===== config.mk =====
export PLATFORM = sky130hd
export DESIGN_NAME = uart_tx_arbiter
export DESIGN_NICKNAME = d
export VERILOG_FILES = /design/src/rtl/uart_arb_pkg.sv /design/src/rtl/uart_tx_arbiter_rr_pick.sv /design/src/rtl/uart_tx_arbiter.sv
export SDC_FILE = /design/constraint.sdc
export NUM_CORES = 1
export LEC_CHECK = 0
export BUFFER_PORTS_ARGS = -buffer_cell sky130_fd_sc_hd__buf_2
export CORE_AREA = 2 2 73 75
export DETAILED_ROUTE_END_ITERATION = 8
export DIE_AREA = 0 0 75 77
export PLACE_DENSITY = 0.77
export REMOVE_ABC_BUFFERS = 1
export SLEW_MARGIN = 20
export SYNTH_ARGS = -nofsm -noshare
export SYNTH_HDL_FRONTEND = slang
export SYNTH_SLANG_ARGS = --single-unit
export TNS_END_PERCENT = 50

===== constraint.sdc =====
create_clock -name clk -period 2.25 [get_ports clk]
set_clock_uncertainty 0.1 [all_clocks]
set_input_delay 0.3375 -clock clk [delete_from_list [all_inputs] [get_ports clk]]
set_output_delay 0.3375 -clock clk [all_outputs]
set_load 0.02 [all_outputs]

===== src/rtl/uart_arb_pkg.sv =====
// rtl/uart_arb_pkg.sv - shared types, defaults and helpers for the UART TX arbiter
package uart_arb_pkg;

    typedef enum logic [1:0] {
        ARB   = 2'd0,
        OWN   = 2'd1,
        DRAIN = 2'd2
    } arb_state_t;

    localparam int N_REQ_DEF   = 4;
    localparam int TIMEOUT_DEF = 1_000_000;

    // Width of the owner idle counter; it only ever needs to reach TIMEOUT-1.
    function automatic int cnt_w(input int timeout);
        return $clog2(timeout);
    endfunction

endpackage


===== src/rtl/uart_tx_arbiter_rr_pick.sv =====
// rtl/uart_tx_arbiter_rr_pick.sv - combinational round-robin picker
// Ports:
//   elig   : eligible requesters
//   last   : index of the most recent winner
//   winner : first eligible index searching upward from last+1 with wrap
//   found  : at least one requester is eligible
module rr_pick
    import uart_arb_pkg::*;
#(
    parameter int N_REQ = N_REQ_DEF
) (
    input  logic [N_REQ-1:0] elig,
    input  logic [2:0]       last,
    output logic [2:0]       winner,
    output logic             found
);

    logic [N_REQ-1:0] hi_mask;
    logic [N_REQ-1:0] cand;

    // Requesters strictly above 'last' get first pick; if none of them is
    // eligible the search wraps and the lowest eligible index wins.
    always_comb begin
        hi_mask = '0;
        for (int i = 0; i < N_REQ; i++) begin
            hi_mask[i] = (i > int'(last));
        end
        cand   = (|(elig & hi_mask)) ? (elig & hi_mask) : elig;
        found  = |elig;
        winner = '0;
        for (int i = N_REQ - 1; i >= 0; i--) begin
            if (cand[i]) begin
                winner = 3'(i);
            end
        end
    end

endmodule


===== src/rtl/uart_tx_arbiter.sv =====
// rtl/uart_tx_arbiter.sv - round-robin owner arbiter in front of a shared UART TX core
// Ports:
//   clk, rst_n              : clock, asynchronous active-low reset
//   req[N_REQ]              : per-requester ownership request, held for a whole message
//   tx_en_i / tx_data_i     : per-requester byte strobe and byte (requester i: bits 8i+7:8i)
//   grant[N_REQ]            : registered one-hot ownership
//   busy_o[N_REQ]           : per-requester busy; only the owner sees the real UART busy
//   uart_tx_en/uart_tx_data : byte strobe and byte to the UART core
//   uart_tx_busy            : UART core busy
//   owner_id, active        : current owner index, valid while active (OWN state)
//   timeout_err             : one-cycle pulse when a stalled owner is revoked
module uart_tx_arbiter
    import uart_arb_pkg::*;
#(
    parameter int N_REQ   = N_REQ_DEF,
    parameter int TIMEOUT = TIMEOUT_DEF
) (
    input  logic                 clk,
    input  logic                 rst_n,
    input  logic [N_REQ-1:0]     req,
    input  logic [N_REQ-1:0]     tx_en_i,
    input  logic [8*N_REQ-1:0]   tx_data_i,
    output logic [N_REQ-1:0]     grant,
    output logic [N_REQ-1:0]     busy_o,
    output logic                 uart_tx_en,
    output logic [7:0]           uart_tx_data,
    input  logic                 uart_tx_busy,
    output logic [2:0]           owner_id,
    output logic                 active,
    output logic                 timeout_err
);

    localparam int             CW       = cnt_w(TIMEOUT);
    localparam logic [CW-1:0]  IDLE_MAX = CW'(TIMEOUT - 1);
    localparam logic [2:0]     LAST_RST = 3'(N_REQ - 1);

    arb_state_t        state;
    logic [2:0]        last;
    logic [N_REQ-1:0]  locked;
    logic [CW-1:0]     idle_cnt;

    logic [2:0]        winner;
    logic              found;
    logic              own;
    logic              owner_en;
    logic [7:0]        owner_data;
    logic              owner_req;
    logic              release_req;
    logic              activity;
    logic              stall_trip;

    rr_pick #(
        .N_REQ (N_REQ)
    ) u_rr_pick (
        .elig   (req & ~locked),
        .last   (last),
        .winner (winner),
        .found  (found)
    );

    // Select the owner's lane.
    always_comb begin
        owner_en   = 1'b0;
        owner_data = 8'h00;
        owner_req  = 1'b0;
        for (int i = 0; i < N_REQ; i++) begin
            if (owner_id == 3'(i)) begin
                owner_en   = tx_en_i[i];
                owner_data = tx_data_i[8*i +: 8];
                owner_req  = req[i];
            end
        end
    end

    assign own          = (state == OWN);
    assign uart_tx_en   = own & owner_en;
    assign uart_tx_data = own ? owner_data : 8'h00;

    // A release in the same cycle as the watchdog limit takes priority, so
    // the trip term requires the owner to still be requesting.
    assign release_req  = own & ~owner_req;
    assign activity     = owner_en | uart_tx_busy;
    assign stall_trip   = own & owner_req & ~activity & (idle_cnt == IDLE_MAX);

    // The pulse has to line up with the cycle the counter hits its limit and
    // must be suppressed by a same-cycle release, so it is decoded directly
    // from registered state and the current owner inputs.
    assign timeout_err  = stall_trip;

    always_comb begin
        busy_o = '1;
        if (own) begin
            for (int i = 0; i < N_REQ; i++) begin
                if (owner_id == 3'(i)) begin
                    busy_o[i] = uart_tx_busy;
                end
            end
        end
    end

    always_ff @(posedge clk or negedge rst_n) begin
        if (!rst_n) begin
            state    <= ARB;
            grant    <= '0;
            owner_id <= 3'd0;
            active   <= 1'b0;
            last     <= LAST_RST;
            locked   <= '0;
            idle_cnt <= '0;
        end else begin
            // A lock lasts until its requester lets go of req; grant is the
            // owner's one-hot, so a trip locks exactly the owner.
            locked <= (locked & req) | (stall_trip ? grant : '0);

            case (state)
                ARB: begin
                    if (found) begin
                        state    <= OWN;
                        owner_id <= winner;
                        grant    <= N_REQ'(1) << winner;
                        last     <= winner;
                        active   <= 1'b1;
                        idle_cnt <= '0;
                    end
                end
                OWN: begin
                    if (release_req || stall_trip) begin
                        state  <= DRAIN;
                        grant  <= '0;
                        active <= 1'b0;
                    end else if (activity) begin
                        idle_cnt <= '0;
                    end else begin
                        idle_cnt <= idle_cnt + CW'(1);
                    end
                end
                DRAIN: begin
                    if (!uart_tx_busy) begin
                        state <= ARB;
                    end
                end
                default: begin
                    state <= ARB;
                end
            endcase
        end
    end

endmodule


==> flow_metrics.env <==
export IMPL_violations="negative setup slack"
export IMPL_crit_chain="buf_4 > mux4_2 > and4_4 > buf_12 > or4_1 > a21oi_2"
export IMPL_yosys_register_bits=35
export IMPL_antenna_found_initial=0
export IMPL_critPathKind="register to register"
export IMPL_grt_pass1_wl_mm=10.5
export IMPL_hold_viol=0
export IMPL_synthCells=242
export IMPL_total_power_w=0.00306
export IMPL_slew_headroom=0.449
export IMPL_drt_wl_total_mm=6.64
export IMPL_synth_compound_area_frac=0.186
export IMPL_grt_overflow=0
export IMPL_root_buffer="clkbuf_8"
export IMPL_clk_latency_ns=0.30
export IMPL_drt_initial_drc_count=152
export IMPL_hp_class="input pin to async pin"
export IMPL_coreArea_um2=4980
export IMPL_netlist_area_um2=2290
export IMPL_layout_common_cells="buf_2, dfrtp_1, buf_4, nand2_1"
export IMPL_crit_start="owner_id[0]"
export IMPL_worstPathRequired_ns=2.36
export IMPL_met1_usage=0.325
export IMPL_dieHeight_um=77
export IMPL_synth_top_family_by_area="simple AND/OR/NAND/NOR gates"
export IMPL_nNetsFinal=374
export IMPL_grt_start_max_net_pins=36
export IMPL_post_drt_wl_per_cell_um=16.5
export IMPL_final_common_cell="buf_2"
export IMPL_fin_ws_ns=-0.0498
export IMPL_place_hpwl_mm=4.78
export IMPL_tightest_slew_ns=0.827
export IMPL_synthSimpleGateAreaFrac=0.275
export IMPL_fmax_mhz=435
export IMPL_powerDensity_nw_per_um2=1000
export IMPL_clock_sinks=35
export IMPL_worstPathMaxFanout=19
export IMPL_grt_util_met3=0.0447
export IMPL_diodes=0
export IMPL_synth_distinct_cells=49
export IMPL_drv_cap=0
export IMPL_drc=0
export IMPL_vias_per_cell=5.89
export IMPL_r2r_slack_ns=-0.05
export IMPL_cp_end_kind="register"
export IMPL_grt_use_met2=0.368
export IMPL_synthXorXnorAreaFrac=0
export IMPL_drive_above_1_share=0.405
export IMPL_ant_nets=0
export IMPL_first_global_vias=2204
export IMPL_status="finished, violations left"
export IMPL_yosysSeqAreaShare=0.383
export IMPL_gp_congestion=0.863
export IMPL_area_growth_pct=33.2
export IMPL_row_count=26
export IMPL_die_area_um2=5780
export IMPL_max_stage_delay_ns=0.53
export IMPL_n_fill_cell=413
export IMPL_syn_avg_cell_area_um2=9.47
export IMPL_synth_edff_count=0
export IMPL_slew_violations=0
export IMPL_die_x_um=75
export IMPL_dr_pass1_iters=4
export IMPL_start_util=0.461
export IMPL_ios=65
export IMPL_grt_busiest_layer="met2"
export IMPL_cp_slowest_cell="mux4_2"
export IMPL_synthFlopType="dfrtp_1"
export IMPL_ir_drop_v=0.000746
export IMPL_dp_slack_ns=-0.0664
export IMPL_clk_pin_slew_ns=0.08
export IMPL_yosysWarnings=0
export IMPL_synthArstFlopShare=1.00
export IMPL_synth_mux_area_frac=0.0983
export IMPL_grtUsageTotal=0.233
export IMPL_rsz0062_at_grt="yes"
export IMPL_p_leak_nw=1.34
export IMPL_numCtsBuffers=5
export IMPL_startpoint_type="register"
export IMPL_dr_total_vias=2363
export IMPL_post_route_period_util=1.02
export IMPL_finalSetupViolations=2
export IMPL_cp_data_arrival_time_ns=2.41
export IMPL_reg2reg_from="owner_id[0]"
export IMPL_io_buffers=63
export IMPL_clockBufferDepth=2
export IMPL_h_tree_depth=2
export IMPL_cts_tree="yes"
export IMPL_synth_fa_ha_area_frac=0.00546
export IMPL_period_minus_slack_ns=2.30
==> power breakdown <==
group          switching [W]  internal [W]  leakage (nW)  total, W
logic                0.00101      0.000763         0.827   0.00177
clock network       0.000242      0.000216        0.0412  0.000458
registers          0.0000863      0.000746         0.468  0.000832
total                0.00133       0.00173          1.34   0.00306
==> metal layers <==
layer,part of all wire,wire [um]
met2,0.51,3370
met1,0.43,2880
met3,0.044,293
met5,0,0
met4,0.014,94
==> registers in the layout, summed over array words and instances, names as in the netlist <==
name,flops
idle_cnt,20
locked,4
owner_id,2
grant,4
active,1
state,2
last,2
==> kinds of logic after synthesis <==
| logic type | after synthesis |
|---|---|
| muxes | 10 |
| and+or+nand+nor | 112 |
| adders and majority gates | 1 |
| other | 1 |
| buffers and inverters | 19 |
| DFF | 35 |
| AOI/OAI and AO/OA | 64 |
==> per-stage QoR <==
step           setup TNS (ns)  instance area, um^2  hold slack [ns]  utilization  instances
5_1_grt                -0.446                 3050           0.0856        0.614        401
6_report              -0.0755                 3050           0.0321        0.614        401
3_3_place_gp                0                 2850            0.358        0.573        388
3_5_place_dp           -0.147                 2850            0.365        0.573        388
4_1_cts                -0.556                 2970           0.0545        0.596        398
2_1_floorplan          -17.49                 2190          -0.0581            -        226
==> path summary, 6_finish.rpt <==
path	depth (start not counted)	end
setup / recovery	6	idle_cnt[9]
hold / removal	1	idle_cnt[7]
setup reg to reg	6	idle_cnt[9]
hold reg to reg	1	active
max in group asynchronous	1	idle_cnt[4]
min in group clk	2	locked[0]
==> cell usage after synthesis (2+ instances only) <==
cell type	count	area, um^2
dfrtp_1	33	826
a22oi_1	2	15.0
o22ai_1	3	18.8
dfstp_2	2	52.6
buf_2	3	15.0
nor3_1	3	15.0
or3_1	2	12.5
buf_4	5	37.5
nand4_1	6	37.5
nor2_1	12	45.0
nand2b_1	7	43.8
clkbuf_1	5	18.8
o21ai_0	12	60.1
nand2_1	24	90.1
nor2b_1	13	81.3
and3_1	4	25.0
o31ai_1	15	113
a22o_1	4	35.0
o211ai_1	3	22.5
a21oi_1	15	75.1
buf_6	3	33.8
nor4_1	3	18.8
inv_1	3	11.3
nand3b_1	2	15.0
and4_1	3	26.3
nand3_1	13	65.1
or4_1	11	82.6
mux4_2	10	225
==> critical path: cells and delay by family, from the launching register on <==
kind / cells / cell delay, ns
DFF: 1 / 0.40
and+or+nand+nor: 2 / 0.71
buffers and inverters: 2 / 0.29
muxes: 1 / 0.53
AOI/OAI and AO/OA: 1 / 0.19
==> final cells by class <==
type,count,area [um^2],area share
multi-input cells,188,1370,0.449
flip-flops and latches,35,878,0.288
repair buffers,97,622,0.204
well taps,70,87.6,0.0287
clock buffers,6,72.6,0.0238
clock inverters,2,12.5,0.00410
inverters,3,11.3,0.00369
==> what timing repair did <==
action	4_1_cts	5_1_grt
resized for setup	5	18
pin swaps	1	7
hold buffers	0	0
setup endpoints to repair	12	23
setup buffers	2	3
(Power assumes the default switching activity.)
